### src/rtl/even_parity_tx.sv
// Purpose : serial transmitter framing a DATA_BITS word as start(0), data MSB first,
//           even-parity bit P, stop(1); each serial bit lasts BIT_CYCLES clocks.
// Latency : start bit on tx_out the cycle after the accepting edge; frame is
//           (DATA_BITS+3)*BIT_CYCLES cycles, frame_done marks its last cycle.
// Backpressure: ready=~busy; a load while busy is ignored with no side effects.
//
// Ports:
//   clk        - clock, all state changes on rising edge
//   reset      - synchronous active-high reset
//   data_in    - word to send, data_in[DATA_BITS-1] goes out first
//   load       - transmit request, accepted when ready=1
//   ready      - high when a load will be accepted
//   tx_out     - registered serial line, idle high
//   busy       - high while a frame is in progress
//   par_out    - even-parity bit of the most recently accepted word
//   frame_done - one-cycle pulse on the last cycle of the stop bit
module even_parity_tx #(
  parameter int DATA_BITS  = 3,
  parameter int BIT_CYCLES = 4
) (
  input  logic                 clk,
  input  logic                 reset,
  input  logic [DATA_BITS-1:0] data_in,
  input  logic                 load,
  output logic                 ready,
  output logic                 tx_out,
  output logic                 busy,
  output logic                 par_out,
  output logic                 frame_done
);

  // Counter widths come from the parameters so they never wrap inside a frame.
  localparam int CW = (BIT_CYCLES > 1) ? $clog2(BIT_CYCLES) : 1;
  localparam int DW = (DATA_BITS > 1) ? $clog2(DATA_BITS) : 1;
  localparam logic [CW-1:0] CNT_LAST  = CW'(BIT_CYCLES - 1);
  localparam logic [DW-1:0] DCNT_LAST = DW'(DATA_BITS - 1);

  typedef enum logic [2:0] {
    IDLE   = 3'd0,
    START  = 3'd1,
    DATA   = 3'd2,
    PARITY = 3'd3,
    STOP   = 3'd4
  } state_t;

  state_t                 state_q, state_d;
  logic [CW-1:0]          cnt_q, cnt_d;
  logic [DW-1:0]          dcnt_q, dcnt_d;
  logic [DATA_BITS-1:0]   shift_q, shift_d;
  logic                   par_q, par_d;
  logic                   tx_q, tx_d;
  logic                   bit_last;

  // Last cycle of the current serial bit.
  assign bit_last = (cnt_q == CNT_LAST);

  always_ff @(posedge clk) begin
    if (reset) begin
      state_q <= IDLE;
      cnt_q   <= '0;
      dcnt_q  <= '0;
      shift_q <= '0;
      par_q   <= 1'b0;
      tx_q    <= 1'b1;
    end else begin
      state_q <= state_d;
      cnt_q   <= cnt_d;
      dcnt_q  <= dcnt_d;
      shift_q <= shift_d;
      par_q   <= par_d;
      tx_q    <= tx_d;
    end
  end

  always_comb begin
    state_d = state_q;
    cnt_d   = cnt_q;
    dcnt_d  = dcnt_q;
    shift_d = shift_q;
    par_d   = par_q;
    tx_d    = 1'b1;

    case (state_q)
      IDLE: begin
        cnt_d  = '0;
        dcnt_d = '0;
        if (load) begin
          shift_d = data_in;
          par_d   = ^data_in;
          state_d = START;
        end
      end
      START: begin
        if (bit_last) begin
          dcnt_d  = '0;
          state_d = DATA;
        end
      end
      DATA: begin
        if (bit_last) begin
          // Shifting left exposes the next data bit at the MSB.
          shift_d = shift_q << 1;
          if (dcnt_q == DCNT_LAST) begin
            state_d = PARITY;
          end else begin
            dcnt_d = dcnt_q + DW'(1);
          end
        end
      end
      PARITY: begin
        if (bit_last) state_d = STOP;
      end
      STOP: begin
        if (bit_last) state_d = IDLE;
      end
      default: state_d = IDLE;
    endcase

    if (state_q != IDLE) begin
      cnt_d = bit_last ? '0 : cnt_q + CW'(1);
    end

    // Line level is computed from the next state so tx_out is a pure flop
    // and lines up with the state it represents.
    case (state_d)
      START:   tx_d = 1'b0;
      DATA:    tx_d = shift_d[DATA_BITS-1];
      PARITY:  tx_d = par_d;
      default: tx_d = 1'b1;
    endcase
  end

  assign busy       = (state_q != IDLE);
  assign ready      = ~busy;
  assign tx_out     = tx_q;
  assign par_out    = par_q;
  assign frame_done = (state_q == STOP) && bit_last;

endmodule
### config.mk
export PLATFORM = sky130hd
export DESIGN_NAME = even_parity_tx
export DESIGN_NICKNAME = d
export VERILOG_FILES = /design/src/rtl/even_parity_tx.sv
export SDC_FILE = /design/constraint.sdc
export NUM_CORES = 1
export LEC_CHECK = 0
export ABC_AREA = 1
export ABC_CLOCK_PERIOD_IN_PS = 1440
export CAP_MARGIN = 10
export CORE_MARGIN = 10
export CORE_UTILIZATION = 40
export DETAILED_ROUTE_END_ITERATION = 8
export GPL_TIMING_DRIVEN = 0
export SLEW_MARGIN = 10
export SYNTH_ARGS = -nofsm -noshare
export SYNTH_HDL_FRONTEND = slang
export SYNTH_SLANG_ARGS = --single-unit
### constraint.sdc
create_clock -name clk -period 1.44 [get_ports clk]
set_input_delay 0.432 -clock clk [delete_from_list [all_inputs] [get_ports clk]]
set_output_delay 0.432 -clock clk [all_outputs]
set_load 0.02 [all_outputs]
# == Word-level counts from Yosys, hierarchy flattened ==
# Cells that the tools add are included.
# totals
in_bits,6
register_bits,12
# classes
n_reduce_logical,9
n_eq_ne,13
muxes,20
bitwise,1
add_sub_neg,2
# op_table
cell,n
$mux W3,8
$pmux W3 S5,1
$eq A3 B2 Y1 const B,4
$mux W2,6
$ne A2 B2 Y1 const B,4
$eq A3 B1 Y1 const B,2
$pmux W2 S3,1
$pmux W3 S2,1
$reduce_bool A3 Y1,2
$add A2 B1 Y2 const B,2
$eq A2 B2 Y1 const B,2
$reduce_and A4 Y1,1
$reduce_bool A2 Y1,2
$eq A3 B3 Y1 const B,1
$logic_not A3 Y1,1
$pmux W1 S3,1
$reduce_and A3 Y1,1
$reduce_xor A3 Y1,1
$mux W1,2
$logic_and A1 B1 Y1,1
$not A1 Y1,1

# == Depth between registers and ports, before layout ==
# Gate-level depths: netlist (run 1).
# logic_depth
depth_word,6
depth_mapped,8

# == Worst setup path after synthesis (run 1) ==
# Ideal clock, no wire load.
# synth_timing
kind,reg-to-output
from,register cnt_q[0]
to,output frame_done
arrival_ps,1141
required_ps,1008
stages_incl_launch_ff,4
slack_ps,-133
cell_sequence,dfxtp_1 ha_1 inv_1 nor3_1
# synth_via
elab_chain_len,2
# synth_lines
item,line_no,source
start: declaration,47,"logic [CW-1:0] cnt_q, cnt_d;"
start signal: assignment,67,cnt_q <= cnt_d;
$eq A2 B2 Y1,55,assign bit_last = (cnt_q == CNT_LAST);
$logic_and A1 B1 Y1,137,assign frame_done = (state_q == STOP) && bit_last;
end: declaration,29,output logic frame_done
# No other way between the ends.

# == Worst setup path in the final report (run 1) ==
# layout_timing
from,register state_q[0]
to,output frame_done
# layout_via
elab_chain_len,2
# layout_lines
item,line_no,source
start: declaration,46,"state_t state_q, state_d;"
start signal: assignment,66,state_q <= state_d;
$eq A3 B3 Y1,137,
$logic_and A1 B1 Y1,137,
# No other way between the ends.

==> out/metrics.yaml, run 1 <==
run_status:
  outcome: "complete, but fails checks"
  violations: "setup timing"
logic_synthesis:
  yosys-top-cells-area: "dfxtp_1, nand2_1, inv_1"
  synth_nets: 112
  synth.avg_cell_area_um2: 6.54
  synth_cells: 103
  ys_seq_area_share_pct: 35.7
  ys_warn_count: 0
  netlist.area_leader.share_pct: 35.7
  synth_seq_cells: 12
  yosys.area.top_type: "dfxtp_1"
  synth_cell_types: 19
  syn_area_um2: 673
clocking:
  clk_path_buf_depth: 2
  hold_buffers: 0
  cts_inserted_buffers: 3
  cts_tree: "done"
  ctsRootBufferMaster: "clkbuf_4"
  clock_sinks: 12
  clkSlewWorstSetupHoldPaths_ns: 0.07
  clk_latency_ns: 0.27
  cts_max_level: 1
power_and_ir_drop:
  power_density_nw_per_um2: 877
  power_w: 0.000777
  power.leakage_nw: 0.443
  vdd_ir_drop_max_mv: 0.684
detailed_routing:
  drc: 0
  vias: 646
  wl_per_cell_um: 10.9
  viasPerCell: 4.72
  detail_route.iter0.violations: 8
  ant_nets: 0
  dr.pass1.iters: 4
  routed_wl_um: 1500
die:
  start_util_pct: 43.7
  die_x_um: 61.0
  rows: 14
  pin_count: 11
  coreArea_um2: 1540
  die_h_um: 61.0
  die_area_um2: 3720
global_routing:
  grtUsageTotal_pct: 9.17
  grt_pass1_wl_um: 2590
  grt_pass1_vias: 627
  gr-total-overflow: 0
  grt_max_degree: 9
  antenna_found_initial: 0
placement:
  place_area_um2: 788
  place_ws_ns: -0.509
  port_buffers: 9
  dpl.hpwl_um: 1170
  dp.cells: 128
  globalplace.congestion: 0.750
timing:
  fmax_ghz: 0.646
  worstMarginPinSlew_ns: 0.386
  skew_ns: 0.00133
  setup_viol_count_final: 2
  finalCriticalPeriod_ns: 1.55
  report.final.slew_viol_count: 0
  rsz0062_at_grt: "yes"
  slew-limit-headroom_pct: 74.2
  finalCritPeriodShare_pct: 108
  hold_viol_final: 0
  setup_ws_ns: -0.108
critical_path:
  crit_buf_inv: 2
  path_max_fanout: 4
  cp_num_cells: 4
  crit_path_top_delay_cell: "dfxtp_4"
  slowest_delay_ns: 0.36
  path_class: "reg -> out"
  crit_start: "state_q[0]"
  reg2reg_depth: 8
  crit_family: "flip-flops"
  crit_path_end: "frame_done"
  crit_chain: "nor2_1 -> inv_1 -> nor3_2 -> buf_4"
  cp-start-kind: "register"
  r2r-start: "state_q[0]"
  r2r_setup_slack_ns: 0.12
  r2r-end: "tx_out"
  crit_path_end_kind: "output pin"
  critPathArrivalTime_ns: 1.12
  worstPathRequired_ns: 1.01
layout:
  layout.nets: 131
  area.growth.synth_to_final_pct: 31.6
  stdcell_area_um2: 886
  fill_cells: 148
  drive_above_1_share_pct: 25.6
  num_antenna_cells: 0
  fin_cells: 137
  post-route-util_pct: 57.5
min_path:
  hold_path_class: "reg -> reg"
  whs_path_depth: 1
run:
  drv_cap: 0
-- flip-flops by register name (all words and copies together), names as in the netlist --
| register | count |
|---|---|
| shift_q | 3 |
| state_q | 3 |
| cnt_q | 2 |
| dcnt_q | 2 |
| par_out | 1 |
| tx_out | 1 |
-- metal layers --
metal  share of wire, %  global-route usage [%]  vias up
li1                   -                       -      358
met1                 45                    9.52      281
met4                1.3                    3.76        0
met3                4.2                    4.12        2
met5                  0                       0        -
met2                 49                    15.7        5
-- report_power, final --
| part | switching (W) | internal, W | total [W] |
|---|---|---|---|
| clock | 0.000111 | 0.000154 | 0.000265 |
| combinational | 0.0000839 | 0.0000684 | 0.000152 |
| sequential | 0.0000127 | 0.000347 | 0.000360 |
| total | 0.000208 | 0.000569 | 0.000777 |
-- layout make-up --
| cell class | instances | area [µm²] | share of cell area [%] |
|---|---|---|---|
| multi-input cells | 69 | 368 | 41.5 |
| flip-flops and latches | 12 | 254 | 28.7 |
| repair buffers | 14 | 125 | 14.1 |
| inverters | 21 | 78.8 | 8.90 |
| clock buffers | 4 | 36.3 | 4.10 |
| well taps | 16 | 20.0 | 2.26 |
| plain buffers | 1 | 3.75 | 0.424 |
-- synthesized netlist by cell type, drive strengths merged --
master   n
and2     1
a21oi    7
inv     21
buf      1
nor2    10
dfxtp   12
nor3     1
nand2   29
o21ai    7
nand4    2
nand3    8
nor4     1
ha       3
-- stage by stage --
step                hold WS (ns)  setup TNS [ns]
global route               0.465          -0.219
finish                     0.447          -0.119
floorplan                  0.435               0
CTS                        0.450          -0.135
global placement           0.453           -1.35
detailed placement         0.456           -1.40
-- cell families (layout without fill, tap and decap cells) --
group                    count (synthesis)  count (layout)  share of synthesized area (%)
AND/OR/NAND/NOR                         52              52                           35.5
buffers and inverters                   22              40                           12.3
AO/OA/AOI/OAI                           14              14                           11.0
flip-flops                              12              12                           35.7
adder cells (fa/ha/maj)                  3               3                           5.58
-- how the worst min path moves through the flow --
stage,from,end,slack (ns)
3_5_place_dp,cnt_q[0],cnt_q[0],0.46
2_1_floorplan,cnt_q[0],cnt_q[0],0.43
4_1_cts,cnt_q[0],cnt_q[0],0.45
3_3_place_gp,cnt_q[0],cnt_q[0],0.45
5_1_grt,cnt_q[0],cnt_q[0],0.47
6_report,cnt_q[0],cnt_q[0],0.45
-- placed cells by master (no fill, tap or decap), types with 2 or more instances in the layout --
cell type        netlist  routed
nand2_1               25      25
buf_6                  0       2
inv_1                 18      16
nand2_2                4       4
ha_1                   3       2
clkdlybuf4s50_1        0       4
dfxtp_2                0       2
dlygate4sd2_1          0       2
dfxtp_4                0       3
nor2_1                 9       9
dfxtp_1               12       7
o21ai_0                5       5
clkbuf_4               0       3
a21oi_1                6       6
nand3_1                7       7
buf_4                  0       6
o21ai_1                2       2
inv_2                  3       5
nand4_1                2       2
-- repair_timing --
| item | in CTS | in global routing |
|---|---|---|
| gates resized for setup | 28 | 3 |
| pin swaps | 3 | 1 |
| setup buffers | 3 | 2 |
| endpoints found under the setup margin | 5 | 3 |
| gates cloned | 0 | 0 |
Note: power is estimated with default switching activity, not from simulation.
==> run 2, diff against run 1 <==
--- a/config.mk
+++ b/config.mk
@@ -8,10 +8,12 @@
 export ABC_AREA = 1
 export ABC_CLOCK_PERIOD_IN_PS = 1440
 export CAP_MARGIN = 10
-export CORE_MARGIN = 10
+export CORE_MARGIN = 2
 export CORE_UTILIZATION = 40
 export DETAILED_ROUTE_END_ITERATION = 8
+export GPL_ROUTABILITY_DRIVEN = 0
 export GPL_TIMING_DRIVEN = 0
+export SKIP_CTS_REPAIR_TIMING = 1
 export SLEW_MARGIN = 10
 export SYNTH_ARGS = -nofsm -noshare
 export SYNTH_HDL_FRONTEND = slang
==> run 2 against run 1 <==
Effect of this change: the flow still finishes with violations (setup timing); count of clock-buffer cells in the layout unchanged; largest cell class unchanged; critical endpoint unchanged; routed wire length down 7.3%; core utilization down 0.65 points.
==> out/metrics.yaml, run 2 (same netlist as run 1, synthesis figures left out) <==
detailed_routing:
  drc: 0  # unchanged
  dr.pass1.iters: 3  # -1
  vias: 653  # +1.1%
  wl_per_cell_um: 10.3  # -6.0%
  detail_route.iter0.violations: 5  # -3
  viasPerCell: 4.84  # +2.6%
  routed_wl_um: 1390  # -7.3%
  ant_nets: 0  # unchanged
placement:
  port_buffers: 9  # unchanged
  dpl.hpwl_um: 1080  # -8.1%
  place_area_um2: 788  # unchanged
clocking:
  cts_max_level: 1  # unchanged
  cts_inserted_buffers: 3  # unchanged
  clock_sinks: 12  # unchanged
  cts_tree: "done"
  clk_latency_ns: 0.28  # about the same
  ctsRootBufferMaster: "clkbuf_4"
  clk_path_buf_depth: 2  # unchanged
  clkSlewWorstSetupHoldPaths_ns: 0.08  # about the same
timing:
  fmax_ghz: 0.648  # +0.37%
  worstMarginPinSlew_ns: 0.375  # -0.0114 ns
  rsz0062_at_grt: "yes"
  skew_ns: 0.00345  # +0.00212 ns
  finalCriticalPeriod_ns: 1.54  # -0.00573 ns
  setup_ws_ns: -0.102  # +0.00573 ns
  slew-limit-headroom_pct: 75.0  # +0.76 points
  hold_viol_final: 0  # unchanged
  setup_viol_count_final: 3  # +1
  finalCritPeriodShare_pct: 107  # -0.40 points
  report.final.slew_viol_count: 0  # unchanged
die:
  die_x_um: 45.0  # -26%
  rows: 14  # unchanged
  coreArea_um2: 1540  # unchanged
  die_h_um: 45.0  # -26%
  die_area_um2: 2030  # -46%
  pin_count: 11  # unchanged
  start_util_pct: 43.7  # unchanged
critical_path:
  cp-start-kind: "register"
  critPathArrivalTime_ns: 1.11  # about the same
  crit_family: "flip-flops"
  cp_num_cells: 4  # unchanged
  crit_chain: "nor2_1 -> inv_1 -> nor3_2 -> buf_4"
  crit_path_end_kind: "output pin"
  reg2reg_depth: 7  # -1
  slowest_delay_ns: 0.36  # about the same
  worstPathRequired_ns: 1.01  # about the same
  crit_buf_inv: 2  # unchanged
  path_class: "reg -> out"
  path_max_fanout: 6  # +2
  crit_path_top_delay_cell: "dfxtp_2"
min_path:
  whs_path_depth: 1  # unchanged
  hold_path_class: "reg -> reg"
layout:
  reg_top3: "shift_q: 3 flops, state_q: 3 flops"
  area.growth.synth_to_final_pct: 30.1
  num_antenna_cells: 0  # unchanged
  fill_cells: 167  # +13%
  mostFrequentLayoutCells: "nand2_1, inv_1, nor2_1, nand3_1, dfxtp_1"
  drive_above_1_share_pct: 24.4  # -1.3 points
  layout.nets: 129  # -1.5%
  mostFrequentLayoutCell: "nand2_1"
  stdcell_area_um2: 876  # -1.1%
run_status:
  violations: "setup timing"
  outcome: "complete, but fails checks"
power_and_ir_drop:
  power_density_nw_per_um2: 893  # +1.8%
  power.leakage_nw: 0.450  # +1.4%
  power_w: 0.000783  # +0.70%
  vdd_ir_drop_max_mv: 0.668  # -2.3%
global_routing:
  grt_max_degree: 9  # unchanged
  gr-total-overflow: 0  # unchanged
  antenna_found_initial: 0  # unchanged
  grt_pass1_vias: 591  # -5.7%
  grtUsageTotal_pct: 16.7  # +7.5 points
  grt_pass1_wl_um: 2420  # -6.4%
run:
  drv_cap: 0  # unchanged
[run 2: changes by cell type in the layout (fill, tap and decap cells not counted)]
cell / previous run / this run
buf_4: 6 / 4
dlygate4sd2_1: 2 / 0
dlymetal6s2s_1: 0 / 2
dfxtp_2: 2 / 3
dfxtp_4: 3 / 2
[run 2: final cells by class]
class | count | area (µm²) | area share, %
Buffer | 1 | 3.75 | 0.429
Clock buffer | 4 | 36.3 | 4.14
Inverter | 21 | 78.8 | 9.00
Multi-Input combinational cell | 69 | 368 | 42.0
Sequential cell | 12 | 251 | 28.7
Tap cell | 16 | 20.0 | 2.29
Timing Repair Buffer | 12 | 118 | 13.4
[run 2: where the power goes]
| part | switching, W | internal (W) | total (W) |
|---|---|---|---|
| Sequential | 0.0000127 | 0.000349 | 0.000361 |
| Clock | 0.000119 | 0.000154 | 0.000273 |
| Combinational | 0.0000809 | 0.0000674 | 0.000148 |
| Total | 0.000213 | 0.000570 | 0.000783 |
[run 2: routing by layer]
layer	vias up	track usage [%]	share of wire, %
met5	-	0	0
met4	0	8.82	2.2
met3	4	5.20	5.1
met2	10	26.3	44
met1	288	20.2	49
li1	351	-	-
[run 2: per-stage QoR]
stage | TNS, ns | hold slack, ns | utilization [%] | cells | worst slack, ns
2_1_floorplan | 0 | 0.435 | - | 103 | 0.0261
3_3_place_gp | -1.40 | 0.454 | 51.1 | 128 | -0.492
3_5_place_dp | -1.44 | 0.460 | 51.1 | 128 | -0.485
4_1_cts | -2.39 | 0.468 | 53.5 | 132 | -0.806
5_1_grt | -0.359 | 0.462 | 56.8 | 135 | -0.181
6_report | -0.173 | 0.441 | 56.8 | 135 | -0.102
[run 2: worst register-to-register path: stages, from the launching register on]
cell and delay [ns]:
dfxtp_4 0.36, ha_1 0.25, a21oi_1 0.15, nor2_1 0.08
nor2_1 0.15, nor2_1 0.06, nand2_1 0.06, nand3_1 0.05
[run 2: path summary, 6_finish.rpt]
check / start / slack [ns] / end
setup / recovery: state_q[1] / -0.10 / frame_done
hold / removal: cnt_q[0] / 0.44 / cnt_q[0]
setup reg to reg: cnt_q[0] / 0.18 / tx_out
hold reg to reg: cnt_q[0] / 0.44 / cnt_q[0]
==> run 3, diff against run 2 <==
--- a/config.mk
+++ b/config.mk
@@ -8,7 +8,7 @@
 export ABC_AREA = 1
 export ABC_CLOCK_PERIOD_IN_PS = 1440
 export CAP_MARGIN = 10
-export CORE_MARGIN = 2
+export CORE_MARGIN = 1
 export CORE_UTILIZATION = 40
 export DETAILED_ROUTE_END_ITERATION = 8
 export GPL_ROUTABILITY_DRIVEN = 0
==> run 3 against run 2 <==
Effect of this change: the run still ends with setup timing left; cell area grew 3.6%; sequential power is essentially flat; non-clock buffer count increased by 4; critical endpoint unchanged.
==> out/metrics.yaml, run 3 (same netlist as run 1, synthesis figures left out) <==
global_routing:
  grt_pass1_vias: 585  # -1.0%
  use_met3_pct: 2.55  # -2.6 points
  use_met2_pct: 27.0  # +0.68 points
  use_met1_pct: 21.8  # +1.6 points
  antenna_found_initial: 0  # unchanged
  grt_max_degree: 9  # unchanged
  gr-total-overflow: 0  # unchanged
  grt.busiest_layer: "met2"
  grt_pass1_wl_um: 2370  # -2.0%
  grtUsageTotal_pct: 17.2  # +0.51 points
layout:
  num_antenna_cells: 0  # unchanged
  fill_cells: 146  # -13%
  area.growth.synth_to_final_pct: 34.8
  multi_input_area_um2: 368  # unchanged
  final-seq-area_um2: 253  # +0.50%
  reg_top3: "shift_q: 3 flops, state_q: 3 flops"
  mostFrequentLayoutCells: "nand2_1, inv_1, nor2_1, dfxtp_1, buf_4"
  drive_above_1_share_pct: 25.2  # +0.83 points
  layout.nets: 133  # +3.1%
  mostFrequentLayoutCell: "nand2_1"
  post-route-util_pct: 58.8  # +2.0 points
critical_path:
  r2r_setup_slack_ns: 0.12  # -0.06 ns
  crit_path_end_kind: "output pin"
  path_max_fanout: 5  # -1
  path_class: "reg -> out"
  cp-start-kind: "register"
  critPathArrivalTime_ns: 1.13  # +0.02 ns
  worstPathRequired_ns: 1.01  # about the same
timing:
  worstMarginPinSlew_ns: 0.366  # -0.00934 ns
  slew-limit-headroom_pct: 75.6  # +0.62 points
  fmax_ghz: 0.642  # -1.0%
  holdWs_ns: 0.450  # +0.00919 ns
  skew_ns: 0.00172  # -0.00173 ns
  setup_ws_ns: -0.118  # -0.0160 ns
  rsz0062_at_grt: "yes"
  report.final.slew_viol_count: 0  # unchanged
  finalCritPeriodShare_pct: 108  # +1.1 points
  finalCriticalPeriod_ns: 1.56  # +0.0160 ns
  hold_viol_final: 0  # unchanged
  setup_viol_count_final: 2  # -1
die:
  die_h_um: 43.0  # -4.4%
  die_area_um2: 1850  # -8.7%
  die_x_um: 43.0  # -4.4%
  pin_count: 11  # unchanged
  rows: 14  # unchanged
  start_util_pct: 43.7  # unchanged
  coreArea_um2: 1540  # unchanged
power_and_ir_drop:
  vdd_ir_drop_max_mv: 0.623  # -6.8%
  seqPwrFrac_pct: 45.6  # -0.6 points
  pwr-share-clk_pct: 34.8  # about the same
  power_density_nw_per_um2: 873  # -2.3%
  power.leakage_nw: 0.469  # +4.3%
  comb_power_share_pct: 19.6  # +0.6 points
  p_int_w: 0.000575  # +0.81%
  power_switching_w: 0.000217  # +2.2%
  switching_share_pct: 27.5  # +0.28 points
run_status:
  violations: "setup timing"
  outcome: "complete, but fails checks"
placement:
  dpl.hpwl_um: 1000  # -7.2%
  port_buffers: 9  # unchanged
clocking:
  cts_tree: "done"
  clk_path_buf_depth: 2  # unchanged
  cts_inserted_buffers: 3  # unchanged
  clock_sinks: 12  # unchanged
  clk_latency_ns: 0.28  # about the same
  ctsRootBufferMaster: "clkbuf_4"
  cts_max_level: 1  # unchanged
  clkSlewWorstSetupHoldPaths_ns: 0.08  # about the same
min_path:
  hold_path_class: "reg -> reg"
detailed_routing:
  detail_route.iter0.violations: 7  # +2
  routed_wl_um: 1440  # +3.4%
  wl_per_cell_um: 10.3  # +0.41%
  dr.pass1.iters: 4  # +1
  drc: 0  # unchanged
  vias: 678  # +3.8%
  ant_nets: 0  # unchanged
  viasPerCell: 4.88  # +0.84%
run:
  drv_cap: 0  # unchanged
run 3: power by group through the flow:
stage | registers, W | logic (W) | clock network [W]
2_1_floorplan | 0.000374 | 0.0000796 | 0
3_3_place_gp | 0.000370 | 0.000133 | 0
3_5_place_dp | 0.000370 | 0.000134 | 0
4_1_cts | 0.000362 | 0.000135 | 0.000277
5_1_grt | 0.000364 | 0.000175 | 0.000300
6_report | 0.000361 | 0.000155 | 0.000275
run 3: worst max-delay path, stage by stage (launching register included):
cell,delay [ns]
dfxtp_1,0.39
inv_1,0.12
nor3_2,0.18
buf_4,0.16
run 3: through the flow:
stage                     std cells  setup WS [ns]  area (µm²)  total power [W]  TNS [ns]
after CTS                       132         -0.822         825         0.000774     -2.36
after global routing            139         -0.199         907         0.000839    -0.366
final                           139         -0.118         907         0.000792    -0.172
after global placement          128         -0.490         788         0.000502     -1.37
after detailed placement        128         -0.488         788         0.000504     -1.37
after floorplan                 103         0.0261         678         0.000454         0
run 3: per-layer routing:
| layer | wire length (µm) | vias up |
|---|---|---|
| li1 | - | 358 |
| met1 | 660 | 303 |
| met2 | 690 | 13 |
| met3 | 54 | 4 |
| met4 | 31 | 0 |
| met5 | 0 | - |
run 3: area by class of cell:
class | instances | share of cell area (%)
buffer | 1 | 0.414
tap | 16 | 2.21
clock buffer | 4 | 4.00
multi-input combinational | 69 | 40.6
inverter | 21 | 8.69
timing repair buffer | 16 | 16.3
sequential | 12 | 27.9
run 3: final timing paths:
kind	start	endpoint	cells after the start
setup / recovery	state_q[2]	frame_done	3
hold / removal	cnt_q[0]	cnt_q[0]	1
setup reg to reg	state_q[0]	tx_out	8
hold reg to reg	cnt_q[0]	cnt_q[0]	1
